[src/rtl/serial_add_pkg.sv]
// rtl/serial_add_pkg.sv - shared types and constants for the serial add/subtract sequencer
package serial_add_pkg;

  typedef enum logic [1:0] {S_IDLE, S_RUN, S_DONE} sa_state_t;

  localparam logic OP_ADD = 1'b0;
  localparam logic OP_SUB = 1'b1;

endpackage

[src/rtl/full_adder.sv]
// rtl/full_adder.sv - single-bit full adder cell
// Ports:
//   a, b  : operand bits
//   cin   : carry in
//   s     : sum bit
//   cout  : carry out
module full_adder (
  input  logic a,
  input  logic b,
  input  logic cin,
  output logic s,
  output logic cout
);

  assign s    = a ^ b ^ cin;
  assign cout = (a & b) | (cin & (a ^ b));

endmodule

[src/rtl/serial_add_ctrl.sv]
// rtl/serial_add_ctrl.sv - bit-serial add/subtract sequencer around one full_adder cell
// Optional feature macro: SERIAL_ADD_OVF_EN (registers signed overflow on ovf; otherwise ovf = 0)
// Ports:
//   clk, rst : clock and asynchronous active-high reset
//   start    : request, accepted in IDLE or DONE
//   op       : 0 = add, 1 = subtract (latched with start)
//   a, b     : WIDTH-bit operands (latched with start)
//   busy     : high while the bit steps are running
//   done     : one-cycle pulse when result/cout/ovf are updated
//   result   : WIDTH-bit sum or difference
//   cout     : carry out of MSB (subtract: 1 = no borrow)
//   ovf      : two's-complement overflow flag
module serial_add_ctrl
  import serial_add_pkg::*;
#(
  parameter  int WIDTH = 8,
  localparam int CNT_W = $clog2(WIDTH)
) (
  input  logic             clk,
  input  logic             rst,
  input  logic             start,
  input  logic             op,
  input  logic [WIDTH-1:0] a,
  input  logic [WIDTH-1:0] b,
  output logic             busy,
  output logic             done,
  output logic [WIDTH-1:0] result,
  output logic             cout,
  output logic             ovf
);

  localparam logic [CNT_W-1:0] LAST = CNT_W'(WIDTH - 1);

  sa_state_t        state, next_state;
  logic [WIDTH-1:0] sa, sb, sum_sr;
  logic             carry;
  logic [CNT_W-1:0] cnt;
  logic             fa_s, fa_c;
  logic             load, step, last;

  full_adder u_fa (
    .a    (sa[0]),
    .b    (sb[0]),
    .cin  (carry),
    .s    (fa_s),
    .cout (fa_c)
  );

  assign last = (cnt == LAST);
  assign busy = (state == S_RUN);
  assign done = (state == S_DONE);

  always_ff @(posedge clk or posedge rst) begin
    if (rst) state <= S_IDLE;
    else     state <= next_state;
  end

  always_comb begin
    next_state = state;
    load       = 1'b0;
    step       = 1'b0;
    case (state)
      S_IDLE: begin
        if (start) begin
          load       = 1'b1;
          next_state = S_RUN;
        end
      end
      S_RUN: begin
        step = 1'b1;
        if (last) next_state = S_DONE;
      end
      S_DONE: begin
        // A start here chains straight into the next operation.
        if (start) begin
          load       = 1'b1;
          next_state = S_RUN;
        end else begin
          next_state = S_IDLE;
        end
      end
      default: next_state = S_IDLE;
    endcase
  end

  always_ff @(posedge clk or posedge rst) begin
    if (rst) begin
      sa     <= '0;
      sb     <= '0;
      sum_sr <= '0;
      carry  <= 1'b0;
      cnt    <= '0;
      result <= '0;
      cout   <= 1'b0;
    end else if (load) begin
      sa     <= a;
      // Subtract is a + ~b + 1: invert b here and seed the carry with 1.
      sb     <= (op == OP_ADD) ? b : ~b;
      sum_sr <= '0;
      carry  <= (op == OP_SUB);
      cnt    <= '0;
    end else if (step) begin
      sa     <= sa >> 1;
      sb     <= sb >> 1;
      sum_sr <= {fa_s, sum_sr[WIDTH-1:1]};
      carry  <= fa_c;
      cnt    <= cnt + 1'b1;
      if (last) begin
        // Outputs only ever change here, so partial sums never appear.
        result <= {fa_s, sum_sr[WIDTH-1:1]};
        cout   <= fa_c;
      end
    end
  end

`ifdef SERIAL_ADD_OVF_EN
  logic ovf_r;

  // On the last step the carry flop holds the carry into the MSB.
  always_ff @(posedge clk or posedge rst) begin
    if (rst)              ovf_r <= 1'b0;
    else if (step && last) ovf_r <= carry ^ fa_c;
  end

  assign ovf = ovf_r;
`else
  assign ovf = 1'b0;
`endif

endmodule

[config.mk]
export PLATFORM = sky130hd
export DESIGN_NAME = serial_add_ctrl
export DESIGN_NICKNAME = d
export VERILOG_FILES = /design/src/rtl/serial_add_pkg.sv /design/src/rtl/full_adder.sv /design/src/rtl/serial_add_ctrl.sv
export SDC_FILE = /design/constraint.sdc
export NUM_CORES = 1
export LEC_CHECK = 0
export CAP_MARGIN = 5
export CORE_UTILIZATION = 39
export CTS_BUF_LIST = sky130_fd_sc_hd__clkbuf_8
export CTS_CLUSTER_DIAMETER = 150
export DETAILED_ROUTE_END_ITERATION = 8
export PLACE_DENSITY = 0.72
export SLEW_MARGIN = 20
export SYNTH_ARGS = -nofsm -noshare
export SYNTH_HDL_FRONTEND = slang
export SYNTH_SLANG_ARGS = --single-unit
[constraint.sdc]
create_clock -name clk -period 1.2 [get_ports clk]
set_input_delay 0.18 -clock clk [delete_from_list [all_inputs] [get_ports clk]]
set_output_delay 0.18 -clock clk [all_outputs]
set_load 0.01 [all_outputs]
==> flow_metrics.env, run 1 <==
export IMPL_io_pins=32
export IMPL_finish_net_count=197
export IMPL_grt_pass1_vias=1119
export IMPL_drtAntennaViolNets=0
export IMPL_period_needed_ns=1.37
export IMPL_total_power_mw=5.89
export IMPL_cap_viol_max_count=0
export IMPL_yosysSeqAreaShare_pct=56.0
export IMPL_insertion_delay_ns=0.29
export IMPL_worst_slack_ns=-0.166
export IMPL_drt_total_wl_um=3340
export IMPL_fp_dieH_um=68.0
export IMPL_ys_ff_latch=38
export IMPL_area_growth_synth_to_final_pct=37.5
export IMPL_min_period_over_period_pct=114
export IMPL_synth_area_leaders="dfrtp_1 56%, a22o_1 9.3%, mux2_4 8.0%, mux2i_1 4.7%, xor2_1 4.1%"
export IMPL_finalClockSkew_ns=0.00134
export IMPL_timing_fmax_ghz=0.732
export IMPL_dr_pass1_iters=4
export IMPL_cp_start_kind="flop"
export IMPL_ys_top_cells_by_count="38 x dfrtp_1, 18 x a22o_1, 9 x mux2_4"
export IMPL_dp_hpwl_um=2240
export IMPL_netlist_area_mm2=0.00170
export IMPL_endpoint_kind="flop"
export IMPL_grt_pass1_wl_um=5290
export IMPL_netlist_instances=127
export IMPL_crit_start="state[1]$_DFFE_PP0P_"
export IMPL_die_x_um=68.0
export IMPL_ys_warn_count=0
export IMPL_antenna_found_initial=0
export IMPL_finalHoldViolCount=0
export IMPL_clk_pin_slew_ns=0.07
export IMPL_fin_util_pct=57.2
export IMPL_violations="setup timing"
export IMPL_p_per_area_mw_per_mm2=2520
export IMPL_synth_most_common_cell="dfrtp_1"
export IMPL_rows=23
export IMPL_drc=0
export IMPL_crit_reg2reg_launch="state[1]$_DFFE_PP0P_"
export IMPL_status="finished, violations left"
export IMPL_antenna_diode_count=0
export IMPL_vdd_ir_drop_max_mv=1.01
export IMPL_htree_levels=2
export IMPL_synth_top_area_share_pct=56.0
export IMPL_cts_buffer_depth=2
export IMPL_coreArea_mm2=0.00409
export IMPL_slew_violations=0
export IMPL_root_buffer="clkbuf_8"
export IMPL_port_buffers=30
export IMPL_place_ws_ns=-0.198
export IMPL_synth_cell_type_count=22
export IMPL_dieArea_mm2=0.00462
export IMPL_synth_area_per_cell_um2=13.4
export IMPL_grt_max_degree=39
export IMPL_critPathArrivalTime_ns=1.54
export IMPL_cts_tree="done"
export IMPL_overflow=0
export IMPL_synth_fp_nets=150
export IMPL_drt_iter0_drc=35
export IMPL_ys_flop_type="dfrtp_1"
export IMPL_cts_buffers_inserted=5
export IMPL_vias=1111
export IMPL_ys_async_sr_fraction_pct=100
export IMPL_clock_sinks=38
export IMPL_drt_wirelength_per_cell_um=14.9
export IMPL_drive_gt1_share_pct=24.7
export IMPL_start_util_pct=41.6
export IMPL_grt_usage_pct=16.3
export IMPL_finalSetupViolations=37
export IMPL_min_path_type="input pin to async pin"
export IMPL_postCtsHoldBufs=0
export IMPL_path_class="flop to flop"
export IMPL_synth_edff_count=0
export IMPL_synth_top_area_cell="dfrtp_1"
export IMPL_gp_congestion=0.748
export IMPL_rsz0062_at_grt="true"
export IMPL_p_leak_nw=1.19
export IMPL_worstPathRequired_ns=1.38
export IMPL_cp_max_fo=10
export IMPL_vias_per_cell=4.96
export IMPL_fillCellCount=350
[power by group]
| group | switching [mW] | internal [mW] |
|---|---|---|
| combinational | 1.13 | 1.76 |
| sequential | 0.359 | 1.84 |
| clock | 0.418 | 0.383 |
[critical path, cell delays in order, from the launching register on]
cell and delay (ns):
dfrtp_1 0.37, and2b_4 0.29, buf_12 0.15, nor2_4 0.06, buf_12 0.13, mux2_4 0.25
[metrics by stage]
stage / TNS [ns] / cell area [um^2] / hold slack [ns] / cells
2_1_floorplan: -0.913 / 1730 / 0.320 / 127
3_3_place_gp: -4.93 / 2190 / 0.461 / 211
3_5_place_dp: -5.93 / 2190 / 0.472 / 211
4_1_cts: -4.09 / 2290 / 0.253 / 222
5_1_grt: -5.98 / 2340 / 0.281 / 224
6_report: -3.87 / 2340 / 0.245 / 224
[layer usage]
layer	GRT usage, %	part of all wire [%]
met4	7.03	1.7
met2	25.4	49
met3	6.00	4.7
met1	20.1	45
met5	0	0
[cell usage in the layout, fill, tap and decap left out, drive strengths merged, types with 9 or more instances in the layout]
master         netlist  routed
clkdlybuf4s50        0      19
dlygate4sd2          0       9
nand2                9       9
buf                  7      20
dfrtp               38      38
mux2                10      10
a22o                18      18
[cell families after synthesis]
logic type | count (synthesis) | synth area share [%]
flip-flops | 38 | 56.0
AO/OA/AOI/OAI | 34 | 15.2
multiplexers | 18 | 13.3
AND/OR/NAND/NOR | 13 | 4.42
buffers and inverters | 12 | 4.12
XOR/XNOR | 8 | 4.12
adder cells (fa/ha/maj) | 3 | 2.65
other | 1 | 0.221
[timing repair]
item / 4_1_cts / 5_1_grt
pin swaps: 3 / 2
endpoints found under the hold margin: 0 / 0
gates resized for setup: 16 / 5
setup buffers: 4 / 3
gates cloned: 0 / 1
endpoints found under the setup margin: 47 / 37
[flip-flops by register name, summed over array words and instances (netlist names)]
| register | count |
|---|---|
| sa | 8 |
| carry | 1 |
| sb | 8 |
| state | 2 |
| sum_sr | 7 |
| cout | 1 |
| cnt | 3 |
| result | 8 |
[cell type report]
cell class | instances | area [um^2] | area share (%)
clock inverters | 2 | 7.51 | 0.321
multi-input cells | 77 | 717 | 30.7
well taps | 50 | 62.6 | 2.68
repair buffers | 49 | 518 | 22.2
flip-flops and latches | 38 | 951 | 40.7
clock buffers | 5 | 68.8 | 2.95
inverters | 3 | 11.3 | 0.482
[final timing paths]
check / slack [ns] / end / depth (start not counted)
setup / recovery: -0.17 / cnt[0]$_DFFE_PP0P_ / 5
hold / removal: 0.25 / result[6]$_DFFE_PP0P_ / 3
setup reg to reg: -0.17 / cnt[0]$_DFFE_PP0P_ / 5
hold reg to reg: 0.49 / sa[4]$_DFFE_PP0P_ / 1
max in group asynchronous: 0.77 / sum_sr[5]$_DFFE_PP0P_ / 3
min in group clk: 0.49 / sa[4]$_DFFE_PP0P_ / 1
Power figures use the tool's default switching activity.
==> run 2, diff against run 1 <==
--- a/config.mk
+++ b/config.mk
@@ -8,7 +8,6 @@
 export CAP_MARGIN = 5
 export CORE_UTILIZATION = 39
 export CTS_BUF_LIST = sky130_fd_sc_hd__clkbuf_8
-export CTS_CLUSTER_DIAMETER = 150
 export DETAILED_ROUTE_END_ITERATION = 8
 export PLACE_DENSITY = 0.72
 export SLEW_MARGIN = 20
==> results of run 2 <==
The final DEF is identical to that of run 1; final timing and power are the same.
==> run 3, diff against run 2 <==
--- a/config.mk
+++ b/config.mk
@@ -6,6 +6,7 @@
 export NUM_CORES = 1
 export LEC_CHECK = 0
 export CAP_MARGIN = 5
+export CORE_MARGIN = 8
 export CORE_UTILIZATION = 39
 export CTS_BUF_LIST = sky130_fd_sc_hd__clkbuf_8
 export DETAILED_ROUTE_END_ITERATION = 8
@@ -13,4 +14,5 @@
 export SLEW_MARGIN = 20
 export SYNTH_ARGS = -nofsm -noshare
 export SYNTH_HDL_FRONTEND = slang
+export SYNTH_HIERARCHICAL = 1
 export SYNTH_SLANG_ARGS = --single-unit
==> run 3 against run 2 <==
  * The run still ends with setup timing left
  * First-iteration DRC count up 29%
  * Global-route usage down 4.7 points
  * Sequential cell count stayed put
  * Setup slack better by 0.018 ns
  * Synthesized cell count fell by 0.79%
  * Clock power grew 29%
  * Fmax increased by 1.4%
  * Sequential power about the same
  * Final area is 0.38% higher
  * Critical endpoint is now result[3]$_DFFE_PP0P_
  * Highest routed layer unchanged
==> flow_metrics.env, run 3 <==
export IMPL_status="finished, violations left"
export IMPL_violations="setup timing"
export IMPL_vias_per_cell=5.06
export IMPL_seqPwrFrac_pct=36.2
export IMPL_drt_wirelength_per_cell_um=15.7
export IMPL_cp_max_fo=6
export IMPL_critPathArrivalTime_ns=1.52
export IMPL_netlist_instances=126
export IMPL_dp_hpwl_um=2400
export IMPL_rows=24
export IMPL_io_pins=32
export IMPL_antenna_found_initial=0
export IMPL_cp_start_kind="flop"
export IMPL_worst_slack_ns=-0.148
export IMPL_cts_tree="done"
export IMPL_grt_max_degree=39
export IMPL_final_area_mm2=0.00234
export IMPL_total_switching_power_mw=1.95
export IMPL_vdd_ir_drop_max_mv=0.999
export IMPL_synth_cell_type_count=26
export IMPL_drc=0
export IMPL_drt_total_wl_um=3550
export IMPL_die_x_um=82.1
export IMPL_final_cell_mix="38 x dfrtp_1, 19 x clkdlybuf4s50_1, 18 x a22o_1"
export IMPL_port_buffers=30
export IMPL_fp_dieH_um=82.1
export IMPL_ys_flop_type="dfrtp_1"
export IMPL_switching_share_pct=31.9
export IMPL_synth_most_common_cell="dfrtp_1"
export IMPL_synth_top_area_cell="dfrtp_1"
export IMPL_yosysSeqAreaShare_pct=55.8
export IMPL_overflow=0
export IMPL_clkPwrFrac_pct=16.8
export IMPL_finalHoldViolCount=0
export IMPL_ys_top_cells_by_count="38 x dfrtp_1, 18 x a22o_1, 9 x mux2_4"
export IMPL_min_path_type="input pin to async pin"
export IMPL_internal_power_mw=4.17
export IMPL_period_needed_ns=1.35
export IMPL_cts_buffer_depth=2
export IMPL_start_util_pct=39.7
export IMPL_synth_edff_count=0
export IMPL_clk_pin_slew_ns=0.07
export IMPL_area_growth_synth_to_final_pct=37.6
export IMPL_cap_viol_max_count=0
export IMPL_postCtsHoldBufs=0
export IMPL_combPwrFrac_pct=47.1
export IMPL_fin_util_pct=54.6
export IMPL_finalSetupViolations=36
export IMPL_reg2reg_depth=5
export IMPL_gp_congestion=0.738
export IMPL_finish_net_count=196
export IMPL_htree_levels=2
export IMPL_p_leak_nw=1.19
export IMPL_fillCellCount=379
export IMPL_worstPathRequired_ns=1.37
export IMPL_grt_usage_pct=11.6
export IMPL_ys_async_sr_fraction_pct=100
export IMPL_endpoint_kind="flop"
export IMPL_coreArea_mm2=0.00429
export IMPL_clock_sinks=38
export IMPL_netlist_area_mm2=0.00170
export IMPL_final_common_cell="dfrtp_1"
export IMPL_rsz0062_at_grt="true"
export IMPL_slew_violations=0
export IMPL_ys_warn_count=6
export IMPL_place_area_mm2=0.00214
export IMPL_insertion_delay_ns=0.29
export IMPL_p_per_area_mw_per_mm2=2610
export IMPL_grt_pass1_vias=1265
export IMPL_drive_gt1_share_pct=24.1
export IMPL_top_regs="result (8), sa (8), sb (8)"
export IMPL_dieArea_mm2=0.00674
export IMPL_total_power_mw=6.12
export IMPL_synth_fp_nets=149
export IMPL_synth_area_per_cell_um2=13.5
export IMPL_synth_top_area_share_pct=55.8
export IMPL_dr_pass1_iters=4
export IMPL_path_class="flop to flop"
export IMPL_cts_buffers_inserted=5
export IMPL_drtAntennaViolNets=0
export IMPL_finalClockSkew_ns=0.00915
export IMPL_timing_fmax_ghz=0.742
export IMPL_drt_iter0_drc=45
export IMPL_vias=1144
export IMPL_ys_ff_latch=38
export IMPL_root_buffer="clkbuf_8"
export IMPL_min_period_over_period_pct=112
export IMPL_synth_area_leaders="dfrtp_1 56%, a22o_1 9.3%, mux2_4 7.9%, mux2i_1 3.5%, a21o_1 3.1%"
export IMPL_antenna_diode_count=0
export IMPL_grt_pass1_wl_um=5930
-- run 3: timing repair --
action | 4_1_cts | 5_1_grt
gates cloned | 3 | 1
resized for setup | 22 | 1
pin swaps | 5 | 8
endpoints found under the setup margin | 42 | 37
buffers inserted | 2 | 2
-- run 3: power by group through the flow --
stage	registers (mW)	logic, mW	clock network (mW)
3_5_place_dp	2.25	2.56	0
4_1_cts	2.22	2.78	1.05
6_report	2.22	2.88	1.03
5_1_grt	2.29	3.13	1.12
3_3_place_gp	2.21	2.44	0
2_1_floorplan	2.22	1.69	0
-- run 3: through the flow --
stage               TNS (ns)  worst slack, ns  std cells  hold slack, ns
finish                 -3.57           -0.148        226           0.249
global placement       -6.10           -0.243        211           0.462
CTS                    -3.21           -0.139        223           0.251
global route           -4.99           -0.188        226           0.273
floorplan             -0.509          -0.0542        126           0.320
detailed placement     -7.40           -0.316        211           0.465
-- run 3: worst max-delay path, stage by stage (launching register included) --
cell     delay (ns)
dfrtp_1        0.41
nor2b_4        0.14
buf_6          0.14
buf_12         0.14
nand2_4        0.10
mux2_4         0.30
-- run 3: worst paths after layout --
path                                      start                    end  slack, ns
min                                         rst      carry$_DFFE_PP0P_       0.25
max reg2reg                state[0]$_DFFE_PP0P_  result[3]$_DFFE_PP0P_      -0.15
max in group asynchronous                   rst  result[5]$_DFFE_PP0P_       0.77
min reg2reg                   sa[3]$_DFFE_PP0P_      sa[3]$_DFFE_PP0P_       0.48
max                        state[0]$_DFFE_PP0P_  result[3]$_DFFE_PP0P_      -0.15
min in group clk              sa[3]$_DFFE_PP0P_      sa[3]$_DFFE_PP0P_       0.48
-- run 3: cell families after synthesis --
kind of cell	count (synthesis)	synth area share [%]
AOI/OAI and AO/OA	34	15.6
xor gates and xnor gates	8	4.11
adders and majority gates	3	2.64
buffers and inverters	12	4.48
DFF	38	55.8
muxes	16	12.1
other	1	0.220
and+or+nand+nor	14	5.07
-- run 3: layout make-up --
type	count	area, um^2	share of cell area, %
sequential	38	951	40.6
inverter	3	11.3	0.480
clock buffer	5	68.8	2.93
multi-input combinational	77	718	30.6
timing repair buffer	48	493	21.0
tap	52	65.1	2.77
clock inverter	3	37.5	1.60
-- run 3: routing by layer --
layer	vias to the layer above	routed length, um	global-route usage [%]
met3	7	195	3.79
met1	571	1470	12.7
met2	28	1810	19.9
li1	538	-	-
met4	0	80	5.44
met5	-	0	0
